==> src/rtl/synth_pkg.sv <==
// Shared types and constants for the synth voice path: sample format,
// shared-arithmetic operand widths and the scheduler state encoding.
package synth_pkg;

  typedef logic signed [23:0] sample_t;

  localparam int MULT_W = 32;
  localparam int DIV_W  = 48;

  typedef enum logic [2:0] {
    IDLE,
    SCAN,
    START,
    WAIT,
    OUT
  } sched_state_t;

endpackage

==> src/rtl/voice_mux.sv <==
// N-way index mux for one shared operand bus. When en is low the output is 0,
// so the shared unit sees quiet operands outside a voice's slot.
module voice_mux #(
  parameter int N  = 3,
  parameter int W  = 32,
  parameter int IW = 2
) (
  input  logic [IW-1:0]  sel,
  input  logic           en,
  input  logic [N*W-1:0] data,
  output logic [W-1:0]   q
);

  always_comb begin
    q = '0;
    if (en) begin
      for (int i = 0; i < N; i++) begin
        if (sel == IW'(i)) q = data[i*W +: W];
      end
    end
  end

endmodule

==> src/rtl/voice_scheduler.sv <==
// Per-sample sequencer: runs each enabled voice in turn on the shared
// multiplier/divider, sums their outputs and emits one saturated sample.
module voice_scheduler
  import synth_pkg::*;
#(
  parameter int N_VOICES = 3,
  parameter int OVR_W    = 16
) (
  input  logic                      clk,
  input  logic                      rst_n,
  input  logic                      sample_tick,
  input  logic [N_VOICES-1:0]       trig_in,
  input  logic [N_VOICES-1:0]       voice_en,
  output logic [N_VOICES-1:0]       voice_start,
  output logic [N_VOICES-1:0]       voice_trigger,
  input  logic [N_VOICES-1:0]       voice_finish,
  input  logic [N_VOICES*MULT_W-1:0] voice_mult_a,
  input  logic [N_VOICES*MULT_W-1:0] voice_mult_b,
  input  logic [N_VOICES*DIV_W-1:0]  voice_div_n,
  input  logic [N_VOICES*DIV_W-1:0]  voice_div_d,
  input  logic [N_VOICES*24-1:0]    voice_wave,
  output logic [MULT_W-1:0]         mult_a,
  output logic [MULT_W-1:0]         mult_b,
  output logic [DIV_W-1:0]          div_n,
  output logic [DIV_W-1:0]          div_d,
  output sample_t                   sample_out,
  output logic                      sample_valid,
  output logic                      busy,
  output logic [OVR_W-1:0]          overrun_count
);

  // idx must be able to hold N_VOICES itself, which marks the end of a frame.
  localparam int IW = $clog2(N_VOICES + 1);
  localparam int AW = 24 + $clog2(N_VOICES) + 1;
  localparam logic signed [AW-1:0] SAT_MAX = AW'(24'sh7FFFFF);
  localparam logic signed [AW-1:0] SAT_MIN = AW'(24'sh800000);

  sched_state_t          state;
  logic [IW-1:0]         idx;
  logic signed [AW-1:0]  acc;
  logic [N_VOICES-1:0]   pending;
  logic [N_VOICES-1:0]   onehot;
  logic [N_VOICES-1:0]   clr;
  logic                  cur_en;
  logic                  cur_finish;
  sample_t               cur_wave;
  logic                  at_end;
  logic                  sel_en;
  sample_t               acc_sat;

  always_comb begin
    onehot     = '0;
    cur_en     = 1'b0;
    cur_finish = 1'b0;
    cur_wave   = '0;
    for (int i = 0; i < N_VOICES; i++) begin
      if (idx == IW'(i)) begin
        onehot[i]  = 1'b1;
        cur_en     = voice_en[i];
        cur_finish = voice_finish[i];
        cur_wave   = voice_wave[i*24 +: 24];
      end
    end
  end

  assign at_end = (idx == IW'(N_VOICES));
  assign clr    = (state == SCAN && !at_end && cur_en) ? onehot : '0;
  assign sel_en = (state == START) || (state == WAIT);
  assign busy   = (state != IDLE);

  always_comb begin
    acc_sat = acc[23:0];
    if (acc > SAT_MAX)      acc_sat = 24'sh7FFFFF;
    else if (acc < SAT_MIN) acc_sat = 24'sh800000;
  end

  always_ff @(posedge clk or negedge rst_n) begin
    if (!rst_n) begin
      state         <= IDLE;
      idx           <= '0;
      acc           <= '0;
      voice_start   <= '0;
      voice_trigger <= '0;
      sample_out    <= '0;
      sample_valid  <= 1'b0;
    end else begin
      voice_start   <= '0;
      voice_trigger <= '0;
      sample_valid  <= 1'b0;
      case (state)
        IDLE: begin
          if (sample_tick) begin
            state <= SCAN;
            idx   <= '0;
            acc   <= '0;
          end
        end
        SCAN: begin
          if (at_end) begin
            state        <= OUT;
            sample_out   <= acc_sat;
            sample_valid <= 1'b1;
          end else if (cur_en) begin
            state         <= START;
            voice_start   <= onehot;
            voice_trigger <= onehot & pending;
          end else begin
            idx <= idx + IW'(1);
          end
        end
        START: state <= WAIT;
        WAIT: begin
          if (cur_finish) begin
            acc   <= acc + AW'(cur_wave);
            idx   <= idx + IW'(1);
            state <= SCAN;
          end
        end
        OUT:     state <= IDLE;
        default: state <= IDLE;
      endcase
    end
  end

  // A note-on arriving on the clearing edge wins, so it plays next frame.
  always_ff @(posedge clk or negedge rst_n) begin
    if (!rst_n) pending <= '0;
    else        pending <= ((pending & ~clr) | trig_in) & voice_en;
  end

  always_ff @(posedge clk or negedge rst_n) begin
    if (!rst_n)
      overrun_count <= '0;
    else if (sample_tick && state != IDLE && overrun_count != '1)
      overrun_count <= overrun_count + OVR_W'(1);
  end

  voice_mux #(.N(N_VOICES), .W(MULT_W), .IW(IW)) u_mux_ma (
    .sel(idx), .en(sel_en), .data(voice_mult_a), .q(mult_a));
  voice_mux #(.N(N_VOICES), .W(MULT_W), .IW(IW)) u_mux_mb (
    .sel(idx), .en(sel_en), .data(voice_mult_b), .q(mult_b));
  voice_mux #(.N(N_VOICES), .W(DIV_W), .IW(IW)) u_mux_dn (
    .sel(idx), .en(sel_en), .data(voice_div_n), .q(div_n));
  voice_mux #(.N(N_VOICES), .W(DIV_W), .IW(IW)) u_mux_dd (
    .sel(idx), .en(sel_en), .data(voice_div_d), .q(div_d));

endmodule

==> config.mk <==
export PLATFORM = sky130hd
export DESIGN_NAME = voice_scheduler
export DESIGN_NICKNAME = d
export VERILOG_FILES = /design/src/rtl/synth_pkg.sv /design/src/rtl/voice_mux.sv /design/src/rtl/voice_scheduler.sv
export SDC_FILE = /design/constraint.sdc
export NUM_CORES = 1
export LEC_CHECK = 0
export CAP_MARGIN = 0
export CORE_AREA = 2 2 297 299
export CTS_CLUSTER_SIZE = 30
export DETAILED_ROUTE_END_ITERATION = 10
export DIE_AREA = 0 0 299 301
export HOLD_SLACK_MARGIN = 0.06
export PLACE_DENSITY = 0.37
export RECOVER_POWER = 100
export SLEW_MARGIN = 20
export SYNTH_ARGS = -nofsm -noshare
export SYNTH_HDL_FRONTEND = slang
export SYNTH_SLANG_ARGS = --single-unit
==> constraint.sdc <==
create_clock -name clk -period 5.1 [get_ports clk]
set_input_delay 1.02 -clock clk [delete_from_list [all_inputs] [get_ports clk]]
set_output_delay 1.02 -clock clk [all_outputs]
set_load 0.05 [all_outputs]
==> metrics.txt, run 1 <==
status=complete, but fails checks; failing checks=max-capacitance violations, max-slew violations; startpoint class of the critical path=flip-flop; Top Usage Layer GRT=met2; GR Util met3=0.0517; GR Util met2=0.256; worst-case clock buffer depth=2; Hold Fails Final Rpt=0; Die Ht=301 um; reg2reg path depth=15; 1st-iter DRT viols=890; Post-Syn Nets=2314; CP arrival=3.55 ns; Register Area=0.00205 mm2; Post-CTS Hold Fix Bufs=0; wire per inst=20.5 um; GP Congestion=0.922; RR Startpoint=idx[0]; Setup TNS=0 ns; WP data required=4.08 ns; largest net degree at the start of global routing=100; Leak Pwr=0.00809 uW; crit-path max cell delay=0.97 ns; Synth Register Bits=82; aggregate global routing overflow=0; Multi-input gate area=0.00711 mm2; Sink Count=82; Final ANT Viol Nets=0; HP Start=overrun_count[7]; Rows=108; commonest non-fill, non-tap cell in the layout=clkdlybuf4s50_1; Buffers on Ports=771; CP Launch Point=idx[0]; Slew Limit Fails=114; Final HPWL DP=60800 um; global-route wire length before repair=101000 um; met1 Use GR=0.189; Setup Viol. Count Final=0; htree depth=3; final net count=2983; DRT Wirelength=73000 um; worst hold path class=flip-flop to flip-flop; die area=0.0900 mm2; clock buffer count from CTS=9; Vias=14.3k; Cell Area, Synth=0.00979 mm2; max cap viols=3; Seq/Total Area, Yosys=0.210; f_max=219 MHz; VDD IR-drop max=0.000212 V; cells after synthesis=1715; vias in the first global route=14.1k; Yosys warnings=0; ys async rst share=1.00; Die W=299 um; Power Dens Cells=563 mW/mm2; vias per cell=4.00; Post-synth EDFFs=0; clock tree from TritonCTS=built; antenna violations before repair=37; Cell Chain, Critical Path=inv_1, ha_2, buf_12, a21oi_1, nor2_1, dlygate4sd3_1; crit share post-route=0.897; CTS clk-pin slew, worst paths=0.07 ns; Top FF cell, synth=dfrtp_1; Synth cell types=61; layout cells sized above 1=0.0255; CP max stage cell=dlygate4sd3_1; fill count=9812; DRC Markers=0; Core Region=0.0865 mm2; critical setup path kind=flip-flop to primary output; DR pass1 iterations=7; crit path capture type=primary output; number of buffers added for setup after CTS=0; Skew-Pair Late Insertion Delay=0.37 ns; Final Power=10700 uW; Period minus WS final=4.57 ns; worst setup margin=0.528 ns; transition time of the tightest slew-check pin=3.32 ns; Initial Utilization=0.113; unrepaired setup endpoints after global routing=no; Worst Path Max Fanout=99; most frequent cells in the layout=clkdlybuf4s50_1 (563), nor2_1 (561), a21oi_1 (387); Worst Hold Depth=1; Slew headroom=-1.21; clk root buf=clkbuf_16; synthesized area per cell=5.71 um2; I/O pins=772; Post-Place Worst Slack=0.793 ns; Clock Skews=0.0120 ns; layout overhead on the synthesized area=95.0%; All-Layer GR Usage=0.153; post_cts resized=0
report_power, final:
part | switching [uW] | internal, uW | total, uW
clock | 313 | 398 | 711
sequential | 173 | 852 | 1030
combinational | 6200 | 2810 | 9010
flip-flops by register name, indices dropped and copies added, names as in the netlist:
register,count
acc,27
sample_out,24
overrun_count,16
pending,3
state,3
voice_start,3
voice_trigger,3
idx,2
sample_valid,1
kinds of logic (layout without fill, tap and decap cells):
| group | Yosys count | in the layout | share of synthesized area |
|---|---|---|---|
| buffers and inverters | 163 | 837 | 0.0647 |
| other | 0 | 20 | 0 |
| multiplexers | 4 | 4 | 0.00447 |
| AND/OR/NAND/NOR | 882 | 882 | 0.360 |
| flip-flops | 82 | 82 | 0.210 |
| XOR/XNOR | 35 | 35 | 0.0313 |
| adder cells (fa/ha/maj) | 35 | 35 | 0.0455 |
| AO/OA/AOI/OAI | 514 | 514 | 0.285 |
cell usage after synthesis, types with 3 or more instances:
library cell / number / share of area
a21o_1: 15 / 0.012
a21oi_1: 387 / 0.20
a221o_1: 4 / 0.0041
a22oi_1: 3 / 0.0023
a31oi_1: 5 / 0.0032
and3_1: 8 / 0.0051
and4_1: 5 / 0.0045
and4_4: 3 / 0.0035
buf_1: 19 / 0.0073
buf_2: 5 / 0.0026
clkbuf_1: 121 / 0.046
dfrtp_1: 82 / 0.21
ha_1: 34 / 0.043
inv_1: 16 / 0.0061
mux2_2: 3 / 0.0035
nand2_1: 251 / 0.096
nand2b_1: 7 / 0.0045
nand3_1: 8 / 0.0041
nand3b_1: 5 / 0.0038
nand4_1: 9 / 0.0058
nor2_1: 561 / 0.22
nor2b_1: 10 / 0.0064
nor3_1: 5 / 0.0026
o211ai_1: 4 / 0.0031
o21a_1: 3 / 0.0023
o21ai_0: 63 / 0.032
xnor2_1: 22 / 0.020
xor2_1: 13 / 0.012
worst max-delay path: cells and delay by family, from the launching register on:
family	cells	cell delay [ns]
buffers and inverters	3	1.52
adder cells (fa/ha/maj)	1	0.76
flip-flops	1	0.45
AND/OR/NAND/NOR	1	0.23
AO/OA/AOI/OAI	1	0.13
final cells by class:
cell class | count | area share
tap | 1155 | 0.0757
sequential | 82 | 0.108
clock buffer | 10 | 0.0125
multi-input combinational | 1470 | 0.373
clock inverter | 6 | 0.00380
inverter | 16 | 0.00315
antenna | 20 | 0.00262
timing repair buffer | 805 | 0.422
per-stage QoR:
stage | cells | util | hold slack [ns] | area, um2
6_report | 3564 | 0.221 | 0.491 | 19100
5_1_grt | 3558 | 0.221 | 0.533 | 19100
4_1_cts | 3544 | 0.221 | 0.502 | 19100
3_5_place_dp | 3528 | 0.218 | 0.490 | 18800
3_3_place_gp | 3528 | 0.218 | 0.484 | 18800
2_1_floorplan | 1715 | - | 0.472 | 9790
routing by layer:
metal	part of all wire	routed length, um	vias to the layer above
met5	0.0012	90	-
met4	0.015	1060	16
met3	0.083	6070	65
met2	0.48	35200	534
met1	0.42	30600	6556
li1	-	-	7086
path summary, 6_finish.rpt:
check / endpoint / slack [ns]
worst min register to register: overrun_count[7] / 0.49
worst max-delay path: mult_a[18] / 0.53
worst max register to register: acc[23] / 0.74
min in group asynchronous: voice_start[1] / 1.76
max in group asynchronous: acc[8] / 1.18
worst min-delay path: overrun_count[7] / 0.49
Note: power is estimated with default switching activity, not from simulation.
==> inputs of run 2 (changes only) <==
--- a/config.mk
+++ b/config.mk
@@ -5,13 +5,14 @@
 export SDC_FILE = /design/constraint.sdc
 export NUM_CORES = 1
 export LEC_CHECK = 0
+export ABC_AREA = 1
 export CAP_MARGIN = 0
-export CORE_AREA = 2 2 297 299
+export CORE_AREA = 2 2 305 307
 export CTS_CLUSTER_SIZE = 30
 export DETAILED_ROUTE_END_ITERATION = 10
-export DIE_AREA = 0 0 299 301
+export DIE_AREA = 0 0 307 309
 export HOLD_SLACK_MARGIN = 0.06
-export PLACE_DENSITY = 0.37
+export PLACE_DENSITY = 0.35
 export RECOVER_POWER = 100
 export SLEW_MARGIN = 20
 export SYNTH_ARGS = -nofsm -noshare
==> run 2 against run 1 <==
The run still ends with max-capacitance violations, max-slew violations left; wire length increased by 5.3%; die area rose by 5.4%; critical path depth unchanged; largest power group unchanged; sequential share of layout area increased by 0.28 points; clock skew is 0.0033 ns lower.
==> metrics.txt, run 2 <==
GP Congestion=0.986; WP data required=4.08 ns; Vias=14.0k; layout overhead on the synthesized area=96.7%; global-route wire length before repair=105000 um; Setup Viol. Count Final=0; number of buffers added for setup after CTS=0; Die W=307 um; DR pass1 iterations=5; Post-synth EDFFs=0; most frequent cell after synthesis=nand2_1; Synth cell types=37; simple-gate portion of the synthesized area=0.276; failing checks=max-capacitance violations, max-slew violations; crit-path max cell delay=0.93 ns; 1st-iter DRT viols=889; Power Dens Cells=610 mW/mm2; largest family of logic cells by synthesized area=compound AO/OA/AOI/OAI gates; fill count=10.3k; complex-gate fraction of the synthesized area=0.339; worst-case clock buffer depth=2; Setup TNS=0 ns; DRC Markers=0; ys async rst share=1.00; worst hold path class=flip-flop to flip-flop; CP max stage cell=dlygate4sd3_1; Reg with most FFs=acc; top cells by area, synth=dfrtp_1 (22%), a21oi_1 (19%), nand2_1 (18%); Synth Area in XOR/XNOR=0.0167; final net count=2903; Worst Path Max Fanout=42; max reg flops=27; Initial Utilization=0.104; Register Area=0.00205 mm2; Post-Syn Nets=2215; Slew Limit Fails=70; commonest non-fill, non-tap cell in the layout=clkdlybuf4s50_1; cells after synthesis=1616; unrepaired setup endpoints after global routing=no; Synth Register Bits=82; share of the synthesized area in the top cell type=0.217; Seq/Total Area, Yosys=0.217; top post-synthesis cells by count=nand2_1 (460), a21oi_1 (359), o21ai_0 (170); Post-CTS Hold Fix Bufs=0; I/O pins=772; CP arrival=3.61 ns; vias in the first global route=14.0k; Yosys warnings=0; Sink Count=82; Slew headroom=-0.849; worst setup margin=0.466 ns; Final Power=11300 uW; area leader, netlist=dfrtp_1; Hold Fails Final Rpt=0; R2R Setup Slk=0.68 ns; Period minus WS final=4.63 ns; crit share post-route=0.909; Buffers on Ports=771; Final ANT Viol Nets=0; synthesized area per cell=5.85 um2; htree depth=3; Leak Pwr=0.00775 uW; antenna violations before repair=36; most used cell, CP=a21oi_1; aggregate global routing overflow=0; most frequent cells in the layout=clkdlybuf4s50_1 (564), nand2_1 (464), a21oi_1 (359); transition time of the tightest slew-check pin=2.77 ns; Final Util=0.204; area share of fa/ha/maj cells after synthesis=0.0471; Top FF cell, synth=dfrtp_1; clock tree from TritonCTS=built; biggest regs=acc x27, sample_out x24, overrun_count x16; clk root buf=clkbuf_16; critical setup path kind=flip-flop to primary output; mux cell area share after synthesis=0; worst hold margin=0.509 ns; Clock Skews=0.00866 ns; f_max=216 MHz; Rows=111; layout cells sized above 1=0.0277; post_cts resized=0; max cap viols=2; Die Ht=309 um; All-Layer GR Usage=0.153; Core Region=0.0914 mm2; Post-Place Worst Slack=1.01 ns; Skew-Pair Late Insertion Delay=0.37 ns; vias per cell=3.99; Cell Area, Synth=0.00946 mm2; startpoint class of the critical path=flip-flop; CTS clk-pin slew, worst paths=0.07 ns; Cell Chain, Critical Path=inv_1, ha_4, clkbuf_2, a21oi_1, a21oi_1, dlygate4sd3_1; DRT Wirelength=76900 um; largest net degree at the start of global routing=162; crit path capture type=primary output; status=complete, but fails checks; clock buffer count from CTS=9; Final HPWL DP=63600 um; Multi-input gate area=0.00640 mm2; die area=0.0949 mm2; VDD IR-drop max=0.000288 V; wire per inst=21.9 um
[run 2: cell families after synthesis]
kind of cell             Yosys count
AO/OA/AOI/OAI                    595
AND/OR/NAND/NOR                  642
adder cells (fa/ha/maj)           35
XOR/XNOR                          18
flip-flops                        82
buffers and inverters            244
[run 2: path summary, 6_finish.rpt]
check / startpoint / to / depth (start not counted)
max: idx[1] / div_n[33] / 6
max in group asynchronous: rst_n / overrun_count[0] / 2
max reg2reg: idx[1] / acc[19] / 10
min reg2reg: acc[5] / acc[5] / 2
min in group asynchronous: rst_n / sample_out[1] / 1
min: acc[5] / acc[5] / 2
[run 2: power breakdown]
| part | leakage [uW] | total [uW] | switching (uW) | internal [uW] |
|---|---|---|---|---|
| clock network | 0.000127 | 644 | 302 | 343 |
| registers | 0.00103 | 1110 | 218 | 892 |
| logic | 0.00660 | 9600 | 6790 | 2810 |
[run 2: final cells by class]
cell class	instances	share of cell area
antenna	14	0.00188
tap	1186	0.0798
clock inverter	5	0.00215
clock buffer	10	0.0128
timing repair buffer	787	0.421
multi-input combinational	1290	0.344
inverter	134	0.0276
sequential	82	0.110
[run 2: worst max-delay path: cells and delay by family (launching register included)]
kind | cells | cell delay [ns]
flip-flops | 1 | 0.43
AO/OA/AOI/OAI | 2 | 0.43
buffers and inverters | 3 | 1.89
adder cells (fa/ha/maj) | 1 | 0.42
[run 2: stage by stage]
step                      instances  cell area, um2
final                          3508           18600
after global routing           3506           18600
after CTS                      3494           18700
after detailed placement       3479           18400
after global placement         3479           18400
after floorplan                1616            9460
[run 2: metal layers]
layer / routed length (um) / GRT usage
met1: 31700 / 0.186
met2: 37900 / 0.268
met4: 1590 / 0.0402
met5: 123 / 0
met3: 5560 / 0.0399
==> inputs of run 3 (changes only) <==
--- a/config.mk
+++ b/config.mk
@@ -11,9 +11,11 @@
 export CTS_CLUSTER_SIZE = 30
 export DETAILED_ROUTE_END_ITERATION = 10
 export DIE_AREA = 0 0 307 309
+export GPL_TIMING_DRIVEN = 0
 export HOLD_SLACK_MARGIN = 0.06
 export PLACE_DENSITY = 0.35
 export RECOVER_POWER = 100
+export SKIP_LAST_GASP = 1
 export SLEW_MARGIN = 20
 export SYNTH_ARGS = -nofsm -noshare
 export SYNTH_HDL_FRONTEND = slang
==> run 3 against run 2 <==
The flow still finishes with violations (max-capacitance violations, max-slew violations); non-clock buffer count rose by 95; critical path type unchanged; largest cell class unchanged; flip-flop and latch count did not move; largest power group unchanged; worst hold slack got worse by 0.025 ns.
==> metrics.txt, run 3 (synthesized netlist as in run 2, its figures left out) <==
critical setup path kind=flip-flop to primary output; Final Util=0.207; largest net degree at the start of global routing=57; Die W=307 um; RR Startpoint=idx[0]; Post-CTS Hold Fix Bufs=0; Core Region=0.0914 mm2; number of buffers added for setup after CTS=0; Worst Path Max Fanout=10; worst flop-to-flop path endpoint=acc[16]; Clock Skews=0.0127 ns; All-Layer GR Usage=0.175; failing checks=max-capacitance violations, max-slew violations; post_cts resized=5; startpoint class of the critical path=flip-flop; biggest regs=acc x27, sample_out x24, overrun_count x16; layout cells sized above 1=0.0320; Sink Count=82; Power Dens Cells=629 mW/mm2; final net count=2998; Sw Ratio=0.650; aggregate global routing overflow=0; R2R Setup Slk=0.60 ns; CTS clk-pin slew, worst paths=0.07 ns; most frequent cells in the layout=clkdlybuf4s50_1 (580), nand2_1 (463), a21oi_1 (360); Worst Hold Depth=2; 1st-iter DRT viols=873; CP arrival=3.93 ns; die area=0.0949 mm2; unrepaired setup endpoints after global routing=no; crit path capture type=primary output; Vias=14.5k; worst hold margin=0.484 ns; transition time of the tightest slew-check pin=1.83 ns; Hold Fails Final Rpt=0; Initial Utilization=0.104; WP data required=4.08 ns; placed cell count=3574; Switch Pwr=7730 uW; vias in the first global route=14.7k; Die Ht=309 um; Setup Viol. Count Final=0; power share of the combinational group=0.850; Rows=111; Period minus WS final=4.95 ns; commonest non-fill, non-tap cell in the layout=clkdlybuf4s50_1; hold endpoint=sample_out[23]; reg2reg path depth=21; Buffers on Ports=771; vias per cell=4.01; VDD IR-drop max=0.000252 V; antenna violations before repair=41; htree depth=3; DRC Markers=0; GP Congestion=0.948; fin cells=3609; global-route wire length before repair=117000 um; Slew headroom=-0.223; status=complete, but fails checks; fill count=10.5k; max cap viols=2; clock share of power=0.056; worst-case clock buffer depth=2; I/O pins=772; DRT Wirelength=87300 um; Reg with most FFs=acc; Slew Limit Fails=85; Final HPWL DP=75700 um; wire per inst=24.2 um; f_max=202 MHz; Skew-Pair Late Insertion Delay=0.37 ns; Final ANT Viol Nets=0; HP Start=sample_out[23]; Pint=4170 uW; Leak Pwr=0.00789 uW; clk root buf=clkbuf_16; Seq pwr share=0.094; DR pass1 iterations=5; clock buffer count from CTS=9; layout overhead on the synthesized area=100%; worst hold path class=flip-flop to flip-flop; clock tree from TritonCTS=built; crit share post-route=0.971; max reg flops=27
==> run 3: cell types whose count changed in the layout (fill, tap and decap cells not counted), moves of 3 or more <==
cell | previous run | this run
buf_12 | 6 | 0
clkdlybuf4s50_1 | 564 | 580
clkbuf_1 | 11 | 74
buf_4 | 6 | 2
buf_6 | 0 | 3
dlygate4sd3_1 | 197 | 188
buf_2 | 0 | 19
diode_2 | 14 | 20
clkbuf_2 | 3 | 7
buf_1 | 0 | 8
==> run 3: metal layers <==
layer	GRT usage	up-vias	wire length [um]
li1	-	6992	-
met1	0.207	6775	35000
met2	0.298	561	42200
met3	0.0614	101	8040
met4	0.0478	28	1940
met5	0	-	171
==> run 3: worst max-delay path: stages, from the launching register on <==
cell           delay (ns)
dfrtp_1              0.42
inv_1                0.12
ha_1                 0.33
inv_1                0.14
nor2_4               0.18
buf_2                0.43
clkbuf_1             0.51
nand2_1              0.10
a21oi_1              0.35
dlygate4sd3_1        0.94
==> run 3: stage by stage <==
stage,setup WS [ns],instance area (um2),power [uW],TNS (ns)
3_5_place_dp,-0.325,18700,11700,-0.485
5_1_grt,0.00130,18900,12800,0
6_report,0.147,18900,11900,0
4_1_cts,-0.121,19000,12400,-0.121
2_1_floorplan,1.86,9460,7440,0
3_3_place_gp,-0.543,18700,11700,-44.29
==> run 3: worst max path at each step <==
stage                     slack (ns)  cells after the start    endpoint  startpoint
final                           0.15                      9   mult_a[8]      idx[0]
after global placement         -0.54                      1      acc[7]       rst_n
after global routing           0.001                      9  mult_a[15]      idx[0]
after floorplan                 1.86                      7    div_d[0]      idx[1]
after CTS                      -0.12                      8   mult_a[3]      idx[1]
after detailed placement       -0.32                      8   mult_a[3]      idx[1]
==> run 3: layout make-up <==
class | count | area, um2 | share of cell area
Multi-Input combinational cell | 1290 | 6370 | 0.336
Antenna cell | 20 | 50.0 | 0.00264
Sequential cell | 82 | 2050 | 0.108
Tap cell | 1186 | 1480 | 0.0784
Clock inverter | 4 | 33.8 | 0.00178
Buffer | 110 | 482 | 0.0254
Inverter | 134 | 508 | 0.0268
Clock buffer | 11 | 253 | 0.0133
Timing Repair Buffer | 772 | 7700 | 0.407
==> run 3: power by group through the flow <==
stage          Sequential [uW]  Combinational (uW)  Clock (uW)
6_report                  1120               10100         669
5_1_grt                   1150               11000         720
4_1_cts                   1130               10600         696
3_5_place_dp              1130               10500           0
3_3_place_gp              1140               10500           0
2_1_floorplan             1550                5880           0
